**config.mk**
```make
export PLATFORM = sky130hd
export DESIGN_NAME = cpu_mem_arbiter
export DESIGN_NICKNAME = d
export VERILOG_FILES = /design/src/rtl/cpu_bus_pkg.sv /design/src/rtl/oam_dma_seq.sv /design/src/rtl/cpu_mem_arbiter.sv
export SDC_FILE = /design/constraint.sdc
export NUM_CORES = 1
export LEC_CHECK = 0
export ABC_AREA = 1
export CORE_MARGIN = 2
export CORE_UTILIZATION = 45
export CTS_CLUSTER_SIZE = 12
export DETAILED_ROUTE_END_ITERATION = 8
export PLACE_DENSITY = 0.95
export SLEW_MARGIN = 25
export SYNTH_ARGS = -nofsm -noshare
export SYNTH_HDL_FRONTEND = slang
export SYNTH_SLANG_ARGS = --single-unit
```
**constraint.sdc**
```tcl
create_clock -name clk -period 3.9 [get_ports clk]
set_input_delay 0.78 -clock clk [delete_from_list [all_inputs] [get_ports clk]]
set_output_delay 0.78 -clock clk [all_outputs]
set_load 0.005 [all_outputs]
```
**src/rtl/cpu_bus_pkg.sv**
```systemverilog
// Shared definitions for the CPU memory bus: OAM DMA states, bus owner codes
// and the fixed NES register addresses used by the arbiter.
package cpu_bus_pkg;

    localparam logic [15:0] OAM_DMA_ADDR = 16'h4014;
    localparam logic [15:0] OAMDATA_ADDR = 16'h2004;
    localparam int          DMA_LEN      = 256;
    localparam int          CNT_W        = $clog2(DMA_LEN);

    typedef enum logic [2:0] {
        IDLE,
        DMA_HALT,
        DMA_ALIGN,
        DMA_RD,
        DMA_WR
    } dma_state_t;

    typedef enum logic [1:0] {
        OWN_NONE,
        OWN_F,
        OWN_E,
        OWN_DMA
    } bus_owner_t;

    function automatic logic is_dma_trigger(input logic        gnt,
                                            input logic        rw_n,
                                            input logic [15:0] addr);
        return gnt & ~rw_n & (addr == OAM_DMA_ADDR);
    endfunction

endpackage

```
**src/rtl/oam_dma_seq.sv**
```systemverilog
// OAM DMA sequencer: halt, optional odd-cycle alignment (OAM_DMA_ALIGN_EN),
// then DMA_LEN read/write pairs from page {page,cnt} into OAMDATA.
module oam_dma_seq
    import cpu_bus_pkg::*;
(
    input  logic        clk,
    input  logic        rst,
    input  logic        trigger,
    input  logic [7:0]  trigger_page,
    output logic        dma_active,
    output logic [15:0] dma_addr,
    output logic        dma_rw_n,
    output logic        dma_en
);

    dma_state_t       state;
    dma_state_t       state_next;
    logic [CNT_W-1:0] cnt;
    logic [7:0]       page;
    logic             last_byte;

    assign last_byte = (cnt == CNT_W'(DMA_LEN - 1));

`ifdef OAM_DMA_ALIGN_EN
    // Free-running CPU cycle parity; an odd halt cycle costs one alignment cycle.
    logic parity;

    always_ff @(posedge clk) begin
        if (rst) begin
            parity <= 1'b0;
        end else begin
            parity <= ~parity;
        end
    end
`endif

    always_ff @(posedge clk) begin
        if (rst) begin
            state <= IDLE;
            cnt   <= '0;
            page  <= '0;
        end else begin
            state <= state_next;
            if (state == IDLE && trigger) begin
                page <= trigger_page;
            end
            if (state == DMA_WR) begin
                cnt <= cnt + CNT_W'(1);
            end
        end
    end

    always_comb begin
        state_next = state;
        dma_active = 1'b1;
        dma_addr   = 16'h0000;
        dma_rw_n   = 1'b1;
        dma_en     = 1'b0;
        case (state)
            IDLE: begin
                dma_active = 1'b0;
                if (trigger) begin
                    state_next = DMA_HALT;
                end
            end
            DMA_HALT: begin
`ifdef OAM_DMA_ALIGN_EN
                state_next = parity ? DMA_ALIGN : DMA_RD;
`else
                state_next = DMA_RD;
`endif
            end
            DMA_ALIGN: begin
                state_next = DMA_RD;
            end
            DMA_RD: begin
                dma_addr   = {page, cnt};
                dma_en     = 1'b1;
                state_next = DMA_WR;
            end
            DMA_WR: begin
                dma_addr   = OAMDATA_ADDR;
                dma_rw_n   = 1'b0;
                dma_en     = 1'b1;
                state_next = last_byte ? IDLE : DMA_RD;
            end
            default: begin
                dma_active = 1'b0;
                state_next = IDLE;
            end
        endcase
    end

endmodule

```
**src/rtl/cpu_mem_arbiter.sv**
```systemverilog
// CPU memory bus arbiter: execute-over-fetch priority plus OAM DMA takeover.
// Define OAM_DMA_ALIGN_EN to enable the odd-parity DMA alignment cycle.
module cpu_mem_arbiter
    import cpu_bus_pkg::*;
(
    input  logic        clk,
    input  logic        rst,
    input  logic        f_req,
    input  logic [15:0] f_addr,
    output logic        f_gnt,
    output logic        f_rvalid,
    input  logic        e_req,
    input  logic [15:0] e_addr,
    input  logic        e_rw_n,
    input  logic [7:0]  e_wdata,
    output logic        e_gnt,
    output logic        e_rvalid,
    input  logic [7:0]  mem_data_in,
    output logic [15:0] addr_bus,
    output logic [7:0]  mem_data_out,
    output logic        rw_n,
    output logic        memory_access,
    output logic        cpu_halt,
    output logic        dma_active
);

    bus_owner_t  owner;
    logic        dma_trigger;
    logic [15:0] dma_addr;
    logic        dma_rw_n;
    logic        dma_en;

    // Reset parks the bus; otherwise DMA beats execute beats fetch.
    always_comb begin
        owner = OWN_NONE;
        if (rst) begin
            owner = OWN_NONE;
        end else if (dma_active) begin
            owner = OWN_DMA;
        end else if (e_req) begin
            owner = OWN_E;
        end else if (f_req) begin
            owner = OWN_F;
        end
    end

    assign f_gnt       = (owner == OWN_F);
    assign e_gnt       = (owner == OWN_E);
    assign cpu_halt    = dma_active;
    assign dma_trigger = is_dma_trigger(e_gnt, e_rw_n, e_addr);

    oam_dma_seq u_dma (
        .clk          (clk),
        .rst          (rst),
        .trigger      (dma_trigger),
        .trigger_page (e_wdata),
        .dma_active   (dma_active),
        .dma_addr     (dma_addr),
        .dma_rw_n     (dma_rw_n),
        .dma_en       (dma_en)
    );

    always_comb begin
        addr_bus      = 16'h0000;
        mem_data_out  = 8'h00;
        rw_n          = 1'b1;
        memory_access = 1'b0;
        case (owner)
            OWN_F: begin
                addr_bus      = f_addr;
                memory_access = 1'b1;
            end
            OWN_E: begin
                addr_bus      = e_addr;
                rw_n          = e_rw_n;
                mem_data_out  = e_wdata;
                memory_access = 1'b1;
            end
            OWN_DMA: begin
                addr_bus      = dma_addr;
                rw_n          = dma_rw_n;
                mem_data_out  = dma_rw_n ? 8'h00 : mem_data_in;
                memory_access = dma_en;
            end
            default: begin
                memory_access = 1'b0;
            end
        endcase
    end

    // Synchronous memory returns data one cycle after a granted read.
    always_ff @(posedge clk) begin
        if (rst) begin
            f_rvalid <= 1'b0;
            e_rvalid <= 1'b0;
        end else begin
            f_rvalid <= f_gnt;
            e_rvalid <= e_gnt & e_rw_n;
        end
    end

endmodule

```
# Word-level counts from Yosys, hierarchy flattened
# Cells that the tools add are included.
# totals
ff_bits	21
output_inout_bits	32
wordCells	42
# op_classes
reduce_logical	6
bitwise_logic	4
muxes	16
n_addsub	1
n_eq_ne	10
# ops
operator	n
16-bit one-hot mux with 3 select lines	1
16-bit one-hot mux with 2 select lines	1
16-bit by 15-bit == test with 1-bit output, second input constant	1
8-bit one-hot mux with 2 select lines	1
3-bit one-hot mux with 4 select lines	1
8-bit by 1-bit adder with 8-bit output, second input constant	1
8-bit == test, second input constant	1
2-bit two-way mux	4
8-bit two-way mux	1
3-bit by 2-bit == test with 1-bit output, second input constant	2
2-bit OR reduction	3
2-bit == test, second input constant	2
1-bit two-way mux	4
1-bit one-hot mux with 2 select lines	2
4-bit OR reduction	1
1-bit AND	3
3-bit by 1-bit == test with 1-bit output, second input constant	1
3-bit == test, second input constant	1
3-bit zero test	1
3-bit two-way mux	1
2-bit by 1-bit == test with 1-bit output, second input constant	1
2-bit by 1-bit inequality test with 1-bit output, second input constant	1
1-bit logical AND	1
1-bit NOT	1

# Logic depth before layout (Yosys ltp)
# Gate-level depths: netlist of run 1.
# depth
word_depth	10
mapped_depth	16
ltp_nobuf	15

# Cells and area by module
# A second synthesis of run 1 with hierarchy kept.
# unflattened
cells_unflattened	289
area_unflattened_um2	1741.7
# by_module_without_submodules
module	cells_each	seq_area_each_um2	n_inst	area_per_inst_um2
oam_dma_seq	129	380.4	1	935.9
cpu_mem_arbiter	160	40.0	1	805.8

# Least setup slack after synthesis of run 1
# Ideal clock, no wire load.
# synth_path
path_type	input -> output
startpoint	input e_req
endpoint	output addr_bus[0]
t_arrival_ns	2.177
stages	12
required_ns	3.120
slack_ns	0.943
path_buffers	2
path_cell_list	inv_1 nand2_1 nand3_4 nand2_2 inv_4 ha_1 clkbuf_1 buf_2 nand2_1 o21ai_0 inv_1 a21oi_1
# synth_via
elab_chain_len	5
# synth_lines
element	line_no	source
start, declared	cpu_mem_arbiter.sv:12	input logic e_req,
2-bit two-way mux	cpu_mem_arbiter.sv:40	end else if (e_req) begin
2-bit two-way mux	cpu_mem_arbiter.sv:38	end else if (dma_active) begin
2-bit two-way mux	cpu_mem_arbiter.sv:36	if (rst) begin
2-bit by 1-bit == test with 1-bit output	n/a	
net f_gnt	cpu_mem_arbiter.sv:10	output logic f_gnt,
16-bit one-hot mux with 3 select lines	cpu_mem_arbiter.sv:68	case (owner)
end, declared	cpu_mem_arbiter.sv:19	output logic [15:0] addr_bus,
# The timed path passes the listed nets, and every way through them passes these cells.

# Worst setup path after layout of run 1
# layout_path
startpoint	input e_req
endpoint	output addr_bus[0]
# layout_via
elab_chain_len	5
# layout_lines
element	line_no
2-bit two-way mux (*)	cpu_mem_arbiter.sv:40
2-bit two-way mux (*)	cpu_mem_arbiter.sv:38
2-bit two-way mux (*)	cpu_mem_arbiter.sv:36
2-bit == test / 2-bit by 1-bit == test with 1-bit output (equally long branches)	cpu_mem_arbiter.sv:68
16-bit one-hot mux with 3 select lines (*)	cpu_mem_arbiter.sv:68
# Every way passes the cells marked *; elsewhere a longest branch is shown, timed or not.

==> impl_metrics.json, run 1 <==
{
  "status": "complete, no violations",
  "p_leak_nw": 1.14,
  "synth_top_area_frac": 0.228,
  "syn_nets": 345,
  "fmax_mhz": 266,
  "synth_cell_types": 34,
  "synth_top_family_by_area": "simple AND/OR/NAND/NOR gates",
  "clk_pin_slew_ns": 0.07,
  "grt_antenna_before_repair": 0,
  "ant_nets": 0,
  "crit_arrival_ns": 2.98,
  "gp_congestion": 0.813,
  "syn_to_final_growth_pct": 49.7,
  "synthSimpleGateAreaFrac": 0.354,
  "critPathTopFamily": "buffers and inverters",
  "synth_ff_type": "dfxtp_1",
  "cts_tree": "done",
  "grt_util_met2": 0.410,
  "cpMaxStageDelayCell": "clkdlybuf4s50_1",
  "grt_overflow": 0,
  "grt.busiest_layer": "met2",
  "start_util": 0.463,
  "grt_use_total": 0.227,
  "synthXorXnorAreaFrac": 0.00476,
  "setup_ws_ns": 0.143,
  "coreArea_um2": 3970,
  "grt_max_degree": 20,
  "drive_gt1_frac": 0.129,
  "drv_cap": 0,
  "cpPeakStageDelay_ns": 0.52,
  "syn_inst": 288,
  "cp_cell_sequence": "clkdlybuf4s50_1, inv_1, nand2_1, nand3_4, nand2_2, inv_4, ha_1, buf_6, nand2_1, o21ai_0, inv_1, a21oi_1, clkdlybuf4s50_1",
  "die_h_um": 68.0,
  "cts_max_path_buffers": 2,
  "regArea_um2": 420,
  "dr.pass1.iters": 4,
  "fill_cells": 302,
  "hold_viol_final": 0,
  "cts-buffers-inserted": 3,
  "rsz0062_at_grt": "false",
  "period_share": 0.963,
  "relSlewSlack": 0.640,
  "wl_per_cell_um": 12.9,
  "cp-start-kind": "input port",
  "hold_buffers": 0,
  "io_pins": 85,
  "drc": 0,
  "synth_seq_cells": 21,
  "diodes": 0,
  "synth_area_per_cell_um2": 6.39,
  "worstMarginPinSlew_ns": 0.539,
  "critPathKind": "in -> out",
  "placementRows": 23,
  "grt_pass1_vias": 1891,
  "finalSetupViolations": 0,
  "placedCellCount": 418,
  "ys_seq_area_frac": 0.228,
  "cts_root_buf": "clkbuf_8",
  "powerDensity_nw_per_um2": 253,
  "final_nets": 430,
  "synth_compound_area_frac": 0.201,
  "worst_ir_drop_vdd_v": 0.000116,
  "numPortBuffers": 84,
  "die-area_um2": 4620,
  "ys_warn_count": 0,
  "period_minus_slack_ns": 3.76,
  "min_path_type": "reg -> reg",
  "htree_levels": 1,
  "num_vias": 2138,
  "place_worst_setup_slack_ns": 0.132,
  "grt_pass1_wl_mm": 8.10,
  "cts.sinks": 21,
  "multi_input_area_um2": 1080,
  "via_per_inst": 5.07,
  "finalMaxSlewViolations": 0,
  "endpoint_kind": "output pin",
  "yosysTopAreaCell": "dfxtp_1",
  "yosys-mux-area-fraction": 0,
  "fin_cells": 422,
  "gr-usage-met3": 0.0247,
  "async_flop_share": 0,
  "die_w_um": 68.0,
  "dp_hpwl_mm": 4.39,
  "crit_buf_inv": 6,
  "yosys-top-cells-area": "dfxtp_1 23%, nand2_1 13%, inv_1 12%",
  "synth-edff-count": 0,
  "wl_mm": 5.46,
  "drtIter0Drc": 122,
  "clkLatencyLatePin_ns": 0.26,
  "grt.met1_usage": 0.273,
  "crit_fanout": 18,
  "finalSetupTns_ns": 0,
  "yosys.area_share.adder": 0.0272,
  "synth_area_um2": 1840,
  "fin_worst_skew_ns": 0.00523,
  "worstPathRequired_ns": 3.12
}
## sequential cells by signal, indices dropped and copies added (netlist names)
name	cells
u_dma.cnt	8
u_dma.page	8
u_dma.state	3
e_rvalid	1
f_rvalid	1
## power breakdown
part / internal, mW / switching (mW)
logic: 0.173 / 0.160
clock network: 0.0712 / 0.0693
registers: 0.219 / 0.00486
## path summary, 6_finish.rpt
path,cells after the start,end,slack (ns),start
setup reg to reg,16,u_dma.page[5],1.57,u_dma.state[0]
setup / recovery,13,addr_bus[0],0.14,e_req
hold / removal,1,u_dma.cnt[6],0.51,u_dma.cnt[6]
hold reg to reg,1,u_dma.cnt[6],0.51,u_dma.cnt[6]
## cell usage in the layout (no fill, tap or decap), types with 2 or more instances in the layout
master	synthesis	routed
nand4_1	14	14
nor2_1	27	27
inv_1	59	59
dfxtp_1	21	21
nand2_4	2	2
nand3_1	5	5
nand2_1	65	65
nand3_2	3	3
inv_2	4	4
nand3_4	3	3
buf_4	2	6
o22ai_1	8	8
a22o_1	3	3
clkbuf_8	0	3
ha_1	4	4
a22o_2	4	4
a21oi_1	12	12
clkdlybuf4s50_1	0	84
nor2_2	2	2
nand2_2	4	4
o21ai_0	16	16
inv_4	2	2
a21oi_2	10	10
## synth_stat cells (2+ instances only)
cell type  instances
nand2_1           65
inv_1             59
nor2_1            27
dfxtp_1           21
o21ai_0           16
nand4_1           14
a21oi_1           12
a21oi_2           10
o22ai_1            8
nand3_1            5
a22o_2             4
ha_1               4
inv_2              4
nand2_2            4
a22o_1             3
buf_2              3
buf_6              3
nand3_2            3
nand3_4            3
buf_4              2
clkbuf_1           2
inv_4              2
nand2_4            2
nor2_2             2
## logic make-up (layout without fill, tap and decap cells)
kind of cell    Yosys count  count (layout)
compound gates           57              57
buf+inv                  76             160
xor+xnor                  1               1
simple gates            129             129
flops                    21              21
fa+ha+maj                 4               4
## per-stage QoR
stage	util	power, mW	hold WS [ns]	cell area, um2
floorplan	-	0.412	0.455	1840
global placement	0.681	0.550	0.480	2710
detailed placement	0.681	0.560	0.481	2710
CTS	0.693	0.698	0.502	2750
global route	0.694	0.740	0.543	2760
finish	0.694	0.697	0.512	2760
## final cells by class
| cell class | count | share of cell area |
|---|---|---|
| Clock buffer | 3 | 0.0150 |
| Clock inverter | 1 | 0.00182 |
| Inverter | 65 | 0.0904 |
| Multi-Input combinational cell | 191 | 0.392 |
| Sequential cell | 21 | 0.153 |
| Tap cell | 50 | 0.0227 |
| Timing Repair Buffer | 91 | 0.326 |
## routing by layer
metal | up-vias | part of all wire
li1 | 1074 | -
met1 | 953 | 0.39
met2 | 101 | 0.50
met3 | 10 | 0.092
met4 | 0 | 0.021
met5 | - | 0
## repair_timing
item,4_1_cts,5_1_grt
setup buffers,0,0
setup endpoints to repair,0,1
resized for setup,0,1
Power figures use the tool's default switching activity.
==> inputs of run 2 (changes only) <==
- ABC_AREA: 1 -> unset
- CORE_MARGIN: 2 -> 1.5
- CORE_UTILIZATION: 45 -> 41
==> impl_metrics.json, run 2 <==
{
  "syn_inst": 179,
  "crit_fanout": 14,
  "gp_congestion": 0.841,
  "status": "complete, no violations",
  "place_worst_setup_slack_ns": 0.0689,
  "synth_cell_types": 36,
  "endpoint_kind": "output pin",
  "cpMaxStageDelayCell": "clkdlybuf4s50_1",
  "most-common-layout-cells": "84 x clkdlybuf4s50_1, 26 x nor2_1, 21 x dfxtp_1",
  "numPortBuffers": 84,
  "cts-buffers-inserted": 3,
  "period_share": 0.957,
  "powerDensity_nw_per_um2": 296,
  "relSlewSlack": 0.657,
  "cts_root_buf": "clkbuf_4",
  "p_sw_mw": 0.235,
  "die_h_um": 62.9,
  "fin_worst_skew_ns": 0.00346,
  "diodes": 0,
  "seq_power_share": 0.342,
  "final_nets": 317,
  "clkLatencyLatePin_ns": 0.31,
  "worstMarginPinSlew_ns": 0.507,
  "finalSetupViolations": 0,
  "pwr-share-comb": 0.500,
  "cts_max_path_buffers": 2,
  "drtIter0Drc": 284,
  "min_path_type": "reg -> reg",
  "crit_arrival_ns": 2.95,
  "cp_cell_sequence": "clkdlybuf4s50_1, nor2b_1, o21a_1, inv_1, ha_1, buf_12, nor4_1, o21ai_0, and2_1, clkdlybuf4s50_1",
  "grt_pass1_vias": 1729,
  "synth_seq_cells": 21,
  "cpPeakStageDelay_ns": 0.56,
  "fill_cells": 261,
  "synth_area_per_cell_um2": 8.21,
  "yosys-top-cells-area": "dfxtp_1 29%, a222oi_1 9.5%, nor2_1 6.6%",
  "grt_overflow": 0,
  "yosysTopAreaCell": "dfxtp_1",
  "syn_to_final_growth_pct": 61.4,
  "num_vias": 1785,
  "internal_power_mw": 0.468,
  "dp_hpwl_mm": 3.81,
  "io_pins": 85,
  "clkPwrFrac": 0.158,
  "drc": 0,
  "setup_ws_ns": 0.169,
  "worstPathRequired_ns": 3.12,
  "hold_buffers": 0,
  "synth_top_area_frac": 0.286,
  "cts_tree": "done",
  "via_per_inst": 5.85,
  "cpMostUsedCell": "clkdlybuf4s50_1",
  "grt_antenna_before_repair": 0,
  "p_leak_nw": 0.838,
  "async_flop_share": 0,
  "synth.most_common_cell": "nor2_1",
  "start_util": 0.434,
  "worst_ir_drop_vdd_v": 0.000207,
  "drv_cap": 0,
  "synth_ff_type": "dfxtp_1",
  "swShare": 0.334,
  "period_minus_slack_ns": 3.73,
  "fin_util": 0.700,
  "syn_nets": 236,
  "critPathKind": "in -> out",
  "htree_levels": 1,
  "rsz0062_at_grt": "false",
  "wl_mm": 5.06,
  "ys_seq_area_frac": 0.286,
  "fmax_mhz": 268,
  "clk_pin_slew_ns": 0.13,
  "grt_max_degree": 24,
  "die_w_um": 62.9,
  "ys_warn_count": 0,
  "final_common_cell": "clkdlybuf4s50_1",
  "ant_nets": 0,
  "synth-edff-count": 0,
  "finalSetupTns_ns": 0,
  "dr.pass1.iters": 8,
  "synth_common_cells": "26 x nor2_1, 21 x dfxtp_1, 15 x o21ai_0, 14 x a21oi_1, 14 x a222oi_1",
  "die-area_um2": 3950,
  "hold_viol_final": 0,
  "largestRegisters": "u_dma.cnt (8), u_dma.page (8), u_dma.state (3)",
  "cts.sinks": 21,
  "finalMaxSlewViolations": 0,
  "coreArea_um2": 3390,
  "placementRows": 21,
  "cp-start-kind": "input port",
  "grt_use_total": 0.252,
  "grt_pass1_wl_mm": 8.07,
  "wl_per_cell_um": 16.6,
  "drive_gt1_frac": 0.0772,
  "synth_area_um2": 1470
}
## run 2: cell count changes in the layout (fill, tap and decap cells not counted), sizes merged, moves of 5 or more
| cell | previous run | this run |
|---|---|---|
| nor2b | 0 | 7 |
| o22ai | 8 | 0 |
| nand2 | 71 | 4 |
| a222oi | 0 | 14 |
| a21oi | 22 | 14 |
| inv | 65 | 3 |
| nand3 | 11 | 3 |
| xor2 | 1 | 6 |
## run 2: cells by family (layout without fill, tap and decap cells)
logic type	after synthesis	after routing	synth area share
AND/OR/NAND/NOR	69	69	0.261
adder cells (fa/ha/maj)	4	4	0.0340
buffers and inverters	20	100	0.0825
AO/OA/AOI/OAI	56	56	0.277
XOR/XNOR	9	9	0.0587
flip-flops	21	21	0.286
## run 2: final cells by class
class / count / area [um2] / share of cell area
Sequential cell: 21 / 420 / 0.177
Clock inverter: 1 / 7.51 / 0.00316
Inverter: 3 / 11.3 / 0.00475
Timing Repair Buffer: 93 / 921 / 0.388
Tap cell: 46 / 57.6 / 0.0243
Multi-Input combinational cell: 138 / 932 / 0.393
Clock buffer: 3 / 22.5 / 0.00949
## run 2: metal layers
layer,GRT usage,vias to the layer above,wire length (um)
met2,0.448,89,2580
met5,0,-,0
met4,0.0667,0,96
met3,0.0541,12,335
li1,-,844,-
met1,0.303,840,2050
## run 2: path summary, 6_finish.rpt
path | startpoint | endpoint | slack, ns | cells after the start
worst max-delay path | e_req | rw_n | 0.17 | 10
worst min-delay path | u_dma.page[3] | u_dma.page[3] | 0.48 | 2
worst max register to register | u_dma.state[0] | u_dma.page[5] | 1.23 | 9
worst min register to register | u_dma.page[3] | u_dma.page[3] | 0.48 | 2
## run 2: critical path: cells and delay by family
kind,cells,cell delay (ns)
simple gates,3,0.26
compound gates,2,0.35
fa+ha+maj,1,0.25
buf+inv,4,1.30
## run 2: through the flow
stage	cell area, um2	power, mW	hold slack, ns	instances
after global routing	2370	0.738	0.513	305
after floorplan	1470	0.414	0.449	179
after global placement	2340	0.581	0.460	301
final	2370	0.703	0.483	305
after CTS	2370	0.698	0.484	305
after detailed placement	2340	0.589	0.468	301
## run 2: repair_timing
action	4_1_cts	5_1_grt
gates resized for setup	0	2
setup buffers	0	0
setup endpoints to repair	0	25
## run 2: power by group through the flow
| stage | registers (mW) | logic, mW | clock network, mW |
|---|---|---|---|
| 2_1_floorplan | 0.229 | 0.185 | 0 |
| 3_3_place_gp | 0.243 | 0.338 | 0 |
| 3_5_place_dp | 0.244 | 0.346 | 0 |
| 4_1_cts | 0.239 | 0.348 | 0.110 |
| 5_1_grt | 0.242 | 0.377 | 0.119 |
| 6_report | 0.240 | 0.351 | 0.111 |
